$ cat src/rtl/muldiv_unit_if.sv
// HI/LO-class instruction channel between the EXE stage and the multiply/divide unit.
// Latency: n/a (wires only); the unit answers with ready/result/busy.
// Backpressure: EXE holds op_valid and operands until ready, then pulses op_fire.
// Ports: op_valid/op/src1/src2 (instruction), op_fire/wr_disable/flush (pipeline control),
//        ready/result/busy (unit status and MFHI/MFLO data).
interface muldiv_unit_if;
  logic        op_valid;
  logic [7:0]  op;          // one-hot {MTLO,MTHI,MFLO,MFHI,DIVU,DIV,MULTU,MULT}
  logic [31:0] src1;
  logic [31:0] src2;
  logic        op_fire;
  logic        wr_disable;
  logic        flush;
  logic        ready;
  logic [31:0] result;
  logic        busy;

  modport master (
    output op_valid, op, src1, src2, op_fire, wr_disable, flush,
    input  ready, result, busy
  );

  modport slave (
    input  op_valid, op, src1, src2, op_fire, wr_disable, flush,
    output ready, result, busy
  );
endinterface

$ cat src/rtl/muldiv_unit.sv
// MIPS HI/LO unit: MULT/MULTU, DIV/DIVU (radix-2 restoring), MFHI/MFLO, MTHI/MTLO.
// Latency: MULT* ready 2 cycles after op_valid, DIV* 33 cycles, MF/MT combinational.
// Backpressure: ready low stalls EXE; op_fire without ready is ignored; flush aborts.
// Ports: clk, resetn (async active-low), bus (muldiv_unit_if.slave).
module muldiv_unit (
  input  logic          clk,
  input  logic          resetn,
  muldiv_unit_if.slave  bus
);

  typedef enum logic [1:0] {S_IDLE, S_MUL, S_DIV, S_DONE} state_t;

  state_t      state_q, state_d;
  logic [4:0]  cnt_q, cnt_d;
  logic [31:0] hi_q, hi_d, lo_q, lo_d;
  logic [31:0] thi_q, thi_d, tlo_q, tlo_d;
  // opa doubles as the multiplicand and as the dividend/quotient shift register
  logic [31:0] opa_q, opa_d, opb_q, opb_d, rem_q, rem_d;
  logic        sgn_q, sgn_d, qneg_q, qneg_d, rneg_q, rneg_d;

  logic        is_mul, is_div, is_mf, is_mt;
  logic [31:0] abs1, abs2;
  logic [63:0] prod;
  logic [32:0] trial;
  logic        ge;
  logic [31:0] rem_nx, quo_nx;

  assign is_mul = bus.op[0] | bus.op[1];
  assign is_div = bus.op[2] | bus.op[3];
  assign is_mf  = bus.op[4] | bus.op[5];
  assign is_mt  = bus.op[6] | bus.op[7];

  // Magnitudes for signed DIV; 0x80000000 stays 0x80000000, which is its unsigned magnitude.
  assign abs1 = (bus.op[2] & bus.src1[31]) ? (~bus.src1 + 32'd1) : bus.src1;
  assign abs2 = (bus.op[2] & bus.src2[31]) ? (~bus.src2 + 32'd1) : bus.src2;

  // Sign-extending to 64 bits makes one unsigned multiplier serve both MULT and MULTU.
  assign prod = {{32{sgn_q & opa_q[31]}}, opa_q} * {{32{sgn_q & opb_q[31]}}, opb_q};

  // One restoring step: shift next dividend bit into the partial remainder.
  assign trial  = {rem_q, opa_q[31]};
  assign ge     = (trial >= {1'b0, opb_q});
  assign rem_nx = ge ? 32'(trial - {1'b0, opb_q}) : trial[31:0];
  assign quo_nx = {opa_q[30:0], ge};

  assign bus.ready  = (state_q == S_DONE) ||
                      ((state_q == S_IDLE) && bus.op_valid && (is_mf || is_mt));
  assign bus.busy   = (state_q != S_IDLE);
  assign bus.result = (bus.op_valid && bus.op[4]) ? hi_q :
                      (bus.op_valid && bus.op[5]) ? lo_q : 32'd0;

  always_comb begin
    state_d = state_q;
    cnt_d   = cnt_q;
    hi_d    = hi_q;
    lo_d    = lo_q;
    thi_d   = thi_q;
    tlo_d   = tlo_q;
    opa_d   = opa_q;
    opb_d   = opb_q;
    rem_d   = rem_q;
    sgn_d   = sgn_q;
    qneg_d  = qneg_q;
    rneg_d  = rneg_q;

    if (bus.flush) begin
      state_d = S_IDLE;
      cnt_d   = 5'd0;
    end else begin
      case (state_q)
        S_IDLE: begin
          if (bus.op_valid) begin
            if (is_mul) begin
              opa_d   = bus.src1;
              opb_d   = bus.src2;
              sgn_d   = bus.op[0];
              state_d = S_MUL;
            end else if (is_div) begin
              opa_d   = abs1;
              opb_d   = abs2;
              rem_d   = 32'd0;
              cnt_d   = 5'd0;
              qneg_d  = bus.op[2] & (bus.src1[31] ^ bus.src2[31]);
              rneg_d  = bus.op[2] & bus.src1[31];
              state_d = S_DIV;
            end else if (is_mt && bus.op_fire && !bus.wr_disable) begin
              if (bus.op[6]) hi_d = bus.src1;
              if (bus.op[7]) lo_d = bus.src1;
            end
          end
        end
        S_MUL: begin
          thi_d   = prod[63:32];
          tlo_d   = prod[31:0];
          state_d = S_DONE;
        end
        S_DIV: begin
          opa_d = quo_nx;
          rem_d = rem_nx;
          cnt_d = cnt_q + 5'd1;
          if (cnt_q == 5'd31) begin
            tlo_d   = qneg_q ? (~quo_nx + 32'd1) : quo_nx;
            thi_d   = rneg_q ? (~rem_nx + 32'd1) : rem_nx;
            state_d = S_DONE;
          end
        end
        S_DONE: begin
          if (bus.op_fire) begin
            state_d = S_IDLE;
            if (!bus.wr_disable) begin
              hi_d = thi_q;
              lo_d = tlo_q;
            end
          end
        end
        default: state_d = S_IDLE;
      endcase
    end
  end

  always_ff @(posedge clk or negedge resetn) begin
    if (!resetn) begin
      state_q <= S_IDLE;
      cnt_q   <= 5'd0;
      hi_q    <= 32'd0;
      lo_q    <= 32'd0;
      thi_q   <= 32'd0;
      tlo_q   <= 32'd0;
      opa_q   <= 32'd0;
      opb_q   <= 32'd0;
      rem_q   <= 32'd0;
      sgn_q   <= 1'b0;
      qneg_q  <= 1'b0;
      rneg_q  <= 1'b0;
    end else begin
      state_q <= state_d;
      cnt_q   <= cnt_d;
      hi_q    <= hi_d;
      lo_q    <= lo_d;
      thi_q   <= thi_d;
      tlo_q   <= tlo_d;
      opa_q   <= opa_d;
      opb_q   <= opb_d;
      rem_q   <= rem_d;
      sgn_q   <= sgn_d;
      qneg_q  <= qneg_d;
      rneg_q  <= rneg_d;
    end
  end

endmodule

$ cat src/flat_wrapper.sv
// flat-port wrapper written by rule: the top's interface ports become plain ports
module muldiv_unit_flat 
  (clk, resetn, bus_op_valid, bus_op, bus_src1, bus_src2, bus_op_fire, bus_wr_disable, bus_flush, bus_ready, bus_result, bus_busy);
  muldiv_unit_if bus_i ();
  input  logic clk;
  input  logic resetn;
  input wire logic [$bits(bus_i.op_valid)-1:0] bus_op_valid;
  input wire logic [$bits(bus_i.op)-1:0] bus_op;
  input wire logic [$bits(bus_i.src1)-1:0] bus_src1;
  input wire logic [$bits(bus_i.src2)-1:0] bus_src2;
  input wire logic [$bits(bus_i.op_fire)-1:0] bus_op_fire;
  input wire logic [$bits(bus_i.wr_disable)-1:0] bus_wr_disable;
  input wire logic [$bits(bus_i.flush)-1:0] bus_flush;
  output wire logic [$bits(bus_i.ready)-1:0] bus_ready;
  output wire logic [$bits(bus_i.result)-1:0] bus_result;
  output wire logic [$bits(bus_i.busy)-1:0] bus_busy;
  assign bus_i.op_valid = bus_op_valid;
  assign bus_i.op = bus_op;
  assign bus_i.src1 = bus_src1;
  assign bus_i.src2 = bus_src2;
  assign bus_i.op_fire = bus_op_fire;
  assign bus_i.wr_disable = bus_wr_disable;
  assign bus_i.flush = bus_flush;
  assign bus_ready = bus_i.ready;
  assign bus_result = bus_i.result;
  assign bus_busy = bus_i.busy;
  muldiv_unit u_core (.clk(clk), .resetn(resetn), .bus(bus_i));
endmodule
$ cat config.mk
export PLATFORM = sky130hd
export DESIGN_NAME = muldiv_unit_flat
export DESIGN_NICKNAME = d
export VERILOG_FILES = /design/src/rtl/muldiv_unit_if.sv /design/src/rtl/muldiv_unit.sv /design/src/flat_wrapper.sv
export SDC_FILE = /design/constraint.sdc
export NUM_CORES = 2
export LEC_CHECK = 0
export BUFFER_PORTS_ARGS = -buffer_cell sky130_fd_sc_hd__buf_2
export CAP_MARGIN = 40
export CORE_UTILIZATION = 71
export CTS_BUF_LIST = sky130_fd_sc_hd__clkbuf_2
export DETAILED_ROUTE_END_ITERATION = 8
export HOLD_SLACK_MARGIN = 0.06
export PLACE_DENSITY = 0.87
export SLEW_MARGIN = 20
export SYNTH_ARGS = -nofsm -noshare
export SYNTH_HDL_FRONTEND = slang
export SYNTH_SLANG_ARGS = --single-unit
$ cat constraint.sdc
create_clock -name clk -period 18.5 [get_ports clk]
set_input_delay 1.85 -clock clk [delete_from_list [all_inputs] [get_ports clk]]
set_output_delay 1.85 -clock clk [all_outputs]
set_load 0.005 [all_outputs]
# Yosys cells after proc, flatten, opt, wreduce, memory -nomap -nowiden
# Index checks and enable logic that the tools add are counted.
dict set report classes {
  n_addsub 6
  multipliers 1
  n_lt_le_gt_ge 1
  n_eq_ne 21
  mux 49
  bitwise 16
  reduce_logical 26
}
# operator count
set op_table {}
lappend op_table {{32-bit two-way mux} 31}
lappend op_table {{32-bit one-hot mux with 2 select lines} 6}
lappend op_table {{32-bit by 1-bit adder with 32-bit output (second input constant)} 4}
lappend op_table {{32-bit inverter} 4}
lappend op_table {{33-bit by 33-bit multiplier with 64-bit output} 1}
lappend op_table {{33-bit by 32-bit >= comparator with 1-bit output} 1}
lappend op_table {{32-bit subtractor} 1}
lappend op_table {{5-bit two-way mux} 4}
lappend op_table {{4-bit AND reduction} 5}
lappend op_table {{9-bit AND reduction} 2}
lappend op_table {{2-bit inequality test (second input constant)} 8}
lappend op_table {{2-bit two-way mux} 6}
lappend op_table {{5-bit one-hot mux with 2 select lines} 1}
lappend op_table {{5-bit AND reduction} 2}
lappend op_table {{2-bit nonzero test} 5}
lappend op_table {{3-bit inequality test (second input constant)} 3}
lappend op_table {{2-bit one-hot mux with 4 select lines} 1}
lappend op_table {{1-bit logical AND} 6}
lappend op_table {{3-bit by 2-bit inequality test with 1-bit output (second input constant)} 2}
lappend op_table {{5-bit by 1-bit adder with 5-bit output (second input constant)} 1}
lappend op_table {{1-bit bitwise AND} 5}
lappend op_table {{5-bit equality test (second input constant)} 1}
lappend op_table {{2-bit equality test (second input constant)} 2}
lappend op_table {{2-bit by 1-bit inequality test with 1-bit output (second input constant)} 2}
lappend op_table {{other kinds (11)} 16}
dict set report word_totals {
  register_bits 234
  in_bits 78
  out_inout_bits 34
}

# Logic depth before layout (Yosys ltp)
dict set report depth {
  depth_word 8
  depth_mapped 31
}

# Worst setup path after synthesis
# Ideal clock, no wire load.
dict set report synth_path {
  kind {register -> register}
  from {register u_core.opa_q[31]}
  to {register u_core.thi_q[29]}
  setup_time_ns 0.086
  t_arrival_ns 7.701
  required_ns 18.414
  slack_ns 10.713
  path_stages_with_launch 29
  path_cell_list {dfrtp_1 and2_1 clkbuf_1 nand2_1 inv_1 fa_1 inv_1 fa_1 inv_1 fa_1 inv_1 fa_1 fa_1 fa_1 fa_1 fa_1 inv_1 ha_1 a21o_1 a21oi_1 o21bai_1 a21oi_1 nor2b_1 o21ai_0 nand2b_1 a221oi_1 xnor2_1 o22ai_1 nor3_1}
}
dict set report synth_between {
  elab_chain_len 7
  word_cells_on_any_way 10
  classes_between {add/sub (2); mul (1); order compare (1); mux (4); bitwise (2)}
}
# item line_no
set synth_rtl {}
lappend synth_rtl {{from (decl)} muldiv_unit.sv:18} ;# logic [31:0] opa_q, opa_d, opb_q, opb_d, rem_q, rem_d;
lappend synth_rtl {{from (signal assigned)} muldiv_unit.sv:142} ;# opa_q <= opa_d;
lappend synth_rtl {{32-bit subtractor or 33-bit by 32-bit >= comparator with 1-bit output (tied branches)} {muldiv_unit.sv:43, muldiv_unit.sv:42}}
lappend synth_rtl {{32-bit two-way mux} muldiv_unit.sv:43} ;# assign rem_nx = ge ? 32'(trial - {1'b0, opb_q}) : trial[31:0];
lappend synth_rtl {{32-bit inverter} muldiv_unit.sv:103} ;# thi_d = rneg_q ? (~rem_nx + 32'd1) : rem_nx;
lappend synth_rtl {{32-bit by 1-bit adder with 32-bit output} muldiv_unit.sv:103}
lappend synth_rtl {{32-bit two-way mux} muldiv_unit.sv:103}
lappend synth_rtl {{32-bit two-way mux} muldiv_unit.sv:101} ;# if (cnt_q == 5'd31) begin
lappend synth_rtl {{32-bit one-hot mux with 2 select lines (*)} muldiv_unit.sv:70} ;# case (state_q)
lappend synth_rtl {{to (signal assigned)} muldiv_unit.sv:140} ;# thi_q <= thi_d;
lappend synth_rtl {{to (decl)} muldiv_unit.sv:16} ;# logic [31:0] thi_q, thi_d, tlo_q, tlo_d;
# Mark *: on every way between the ends. The rest lies on a longest branch, timed or not. The select of a mux whose other input is x is not followed.
# A chain may end at the register's enable or synchronous reset.

# Final worst setup path
dict set report layout_path {
  from {register u_core.sgn_q}
  to {register u_core.thi_q[29]}
}
dict set report layout_between {
  elab_chain_len 3
  word_cells_on_any_way 4
  classes_between {mul (1); mux (1); bitwise (2)}
}
# item line_no
set layout_rtl {}
lappend layout_rtl {{from (decl)} muldiv_unit.sv:19} ;# logic sgn_q, sgn_d, qneg_q, qneg_d, rneg_q, rneg_d;
lappend layout_rtl {{from (signal assigned)} muldiv_unit.sv:145} ;# sgn_q <= sgn_d;
lappend layout_rtl {{1-bit bitwise AND} muldiv_unit.sv:38} ;# assign prod = {{32{sgn_q & opa_q[31]}}, opa_q} * {{32{sgn_q & opb_q[31]}}, opb_q};
lappend layout_rtl {{33-bit by 33-bit multiplier with 64-bit output (*)} muldiv_unit.sv:38}
lappend layout_rtl {{32-bit one-hot mux with 2 select lines (*)} muldiv_unit.sv:70}
# Mark *: on every way between the ends. The rest lies on a longest branch, timed or not.

==> results by group <==
CTS
  – CTS Root Cell: clkbuf_2
  – TritonCTS clock tree: yes
  – Hold-fix buffers at CTS: 0
  – TritonCTS buffer count: 59
  – Later-pin clock latency in the skew report: approximately 1100 ps
  – H-tree levels: 2
  – Resized Gates After CTS: 0
  – Setup bufs post-CTS: 0
  – Clk buf depth: 3
  – Clock sinks: 234
  – Clock Pin Slew Worst Setup and Hold Paths: 130 ps

Place
  – DP HPWL: approximately 130 mm
  – Placer congestion estimate: 1.030
  – IO Port Bufs: 111

Worst setup path
  – FF-to-FF End: u_core.thi_q[29]
  – Worst path arrival time: 10370 ps
  – Worst setup path end: u_core.thi_q[29]
  – Critical-path top delay cell: fa_1
  – CP Launch Point: u_core.sgn_q
  – Worst path required time: 19390 ps
  – CP endpoint kind: flop
  – Reg2Reg Launch Point: u_core.sgn_q
  – R2R Setup Slk: 9020 ps
  – Startpoint types: flop
  – Max FO, Critical Path: 14
  – WS Path Type: flop to flop
  – Worst path max stage delay: 860 ps
  – Reg2Reg Depth: 29
  – Most used cell along the critical path: fa_1

STA
  – Slew HR: between 30% and 40%
  – Max Slew Vio Count: 0
  – Worst-Margin Slew: 1023 ps
  – Setup TNS: 0 ps
  – Max Fclk: 105.5 MHz
  – Clock Skew: about 150 ps
  – RSZ-0062 raised after global routing: no
  – Final Cycle Share: 51.23%
  – Final Hold Viols: 0
  – Setup violators final: 0
  – Min cycle time layout: about 9500 ps

Detailed routing
  – 1st-iter DRT viols: 4989
  – DR vias/cell: 6.359
  – DR vias: between 40000 and 50000
  – Routed WL: approximately 170 mm
  – Detail Route Antenna Nets: 0
  – Routed wire per std cell: 24.05 um
  – DRC viols: 3
  – Drt first pass iters: 9

Die
  – Core ar.: 74700 sq um
  – Die H: about 280 um
  – Die W: 277.1 um
  – Std-Cell Rows: 100
  – Starting Density: between 70% and 80%
  – I/O Pins: 112
  – Die Area: between 70000 and 80000 sq um

Synth
  – Most used DFF post-synth: dfrtp_1
  – Adder-cell share of the synthesized area: 47.87%
  – Seq/Total Area, Yosys: 10.89%
  – Post-Synth Simple-Gate Area: 16.39%
  – EDFF count, synth: 0
  – Netlist cell types: 85
  – Post-synth top area share: 41.94%
  – Post-Synth XOR/XNOR Area: under 10%
  – Area contributors post-synth: fa_1 (42%), dfrtp_1 (11%), inv_1 (8.1%)
  – Yosys reg bits: between 200 and 250
  – Synth Area in Compound Gates: 10.22%
  – Yosys Warn Count: 0
  – Asr flop ratio synth: 100.0%
  – Mapped Area: 53750 sq um
  – Synthesized area per cell: between 8 and 9 sq um
  – Top cell type by total area after synthesis: fa_1
  – Largest family of logic cells by synthesized area: adder cells
  – Mapped Cells: 6197
  – Net Count, Synth: ~7700
  – Mux share of post-synthesis cell area: 0.6494%

Layout
  – Proportion of layout cells with a drive suffix above 1: 5.765%
  – Area of the multi-input gates: 42130 sq um
  – Final nets: around 7600
  – Commonest cells after routing, fill and taps aside: inv_1 (1159), fa_1 (1126), nand2_1 (984), and2_1 (329), a21oi_1 (290)
  – Seq. cell area: roughly 5900 sq um
  – Most common cell after layout, fill and taps aside: inv_1
  – Layout area overhead: 3.461%
  – Fillers: 5302

Worst hold path
  – Worst hold path startpoint: u_core.hi_q[3]
  – Hold crit path type: flop to flop

Run status
  – Failing checks: design-rule violations
  – Status: complete, but fails checks

GRT
  – Number of antenna violations at the first check in global routing: 10
  – Met1 Track Usage GR: 57.01%
  – Vias in the first global route: 47670
  – Total track usage: ~46%
  – GRT busiest layer: met2
  – GRT met2 Usage: 70.03%
  – GRT overflow: 0
  – First-pass GRT wire length: 267.3 mm
  – GRT met3 Usage: about an eighth
  – Largest net degree at the start of global routing: 110

Run
  – Total of max-cap violations: 0
layer usage:
layer	vias to the layer above	routed length (um)
met5	-	180
met4	15	14620
met3	948	21610
met2	3150	76230
met1	22330	58510
li1	18810	-
area by class of cell:
type	count	share of cell area [%]
diodes	8	0.03600
clock buffers	78	0.7020
clock inverters	32	0.3667
inverters	1161	7.836
multi-input cells	4425	75.76
flip-flops and latches	234	10.54
well taps	969	2.180
repair buffers	210	2.585
registers in the layout, summed over array words and instances (netlist names):
signal,count
u_core.cnt_q,5
u_core.hi_q,32
u_core.lo_q,32
u_core.opa_q,32
u_core.opb_q,32
u_core.qneg_q,1
u_core.rem_q,32
u_core.rneg_q,1
u_core.sgn_q,1
u_core.state_q,2
u_core.thi_q,32
u_core.tlo_q,32
worst max-delay path: cells and delay by family, from the launching register on:
kind | cells | cell delay, ps
AOI/OAI and AO/OA | 6 | 1340
xor gates and xnor gates | 1 | 160
adders and majority gates | 9 | 4630
buffers and inverters | 8 | 1310
DFF | 1 | 720
and+or+nand+nor | 5 | 1200
worst min path at each step:
| stage | to | slack [ps] | cells after the start |
|---|---|---|---|
| after floorplan | u_core.thi_q[12] | 450 | 1 |
| after global placement | u_core.tlo_q[3] | 460 | 2 |
| after detailed placement | u_core.hi_q[4] | 470 | 2 |
| after CTS | u_core.hi_q[25] | 490 | 2 |
| after global routing | u_core.lo_q[17] | 510 | 2 |
| final | u_core.hi_q[3] | 490 | 2 |
per-stage QoR:
| stage | area (sq um) | setup WS [ps] | std cells | hold WS, ps | utilization, % |
|---|---|---|---|---|---|
| 6_report | 55610 | 9022 | 7117 | 491.6 | 74.45 |
| 5_1_grt | 55590 | 8611 | 7110 | 514.9 | 74.43 |
| 4_1_cts | 55470 | 8944 | 7102 | 493.9 | 74.26 |
| 3_5_place_dp | 54880 | 8984 | 6992 | 470.0 | 73.46 |
| 3_3_place_gp | 54760 | 9411 | 6985 | 461.0 | 73.31 |
| 2_1_floorplan | 53750 | 10710 | 6197 | 449.6 | - |
kinds of logic (layout without fill, tap and decap cells):
family / Yosys count / after routing
flops: 234 / 234
buf+inv: 1538 / 1481
xor+xnor: 193 / 193
fa+ha+maj: 1381 / 1381
mux: 34 / 34
compound gates: 903 / 903
other cells: 0 / 8
simple gates: 1914 / 1914
cell usage after synthesis, types with 14 or more instances:
cell type,number
or4_1,15
buf_1,36
dfrtp_1,234
nand2_1,986
xnor2_1,113
a21oi_1,291
o211ai_1,18
fa_1,1126
ha_1,255
a22oi_1,14
xor2_1,80
o21ai_0,270
nor2b_1,42
and3_1,39
a22o_1,42
clkbuf_1,321
and2_1,330
o31ai_1,31
nor2_1,271
o21a_1,21
nor3_1,46
nand2b_1,17
a31oi_1,27
a211oi_1,22
mux2i_1,27
nand3_1,44
nand4_1,21
nor4_1,24
or3_1,32
inv_1,1159
a21o_1,51
Power is not shown: default switching activity piles up to over one toggle a cycle in this logic, so the estimate is an artifact.
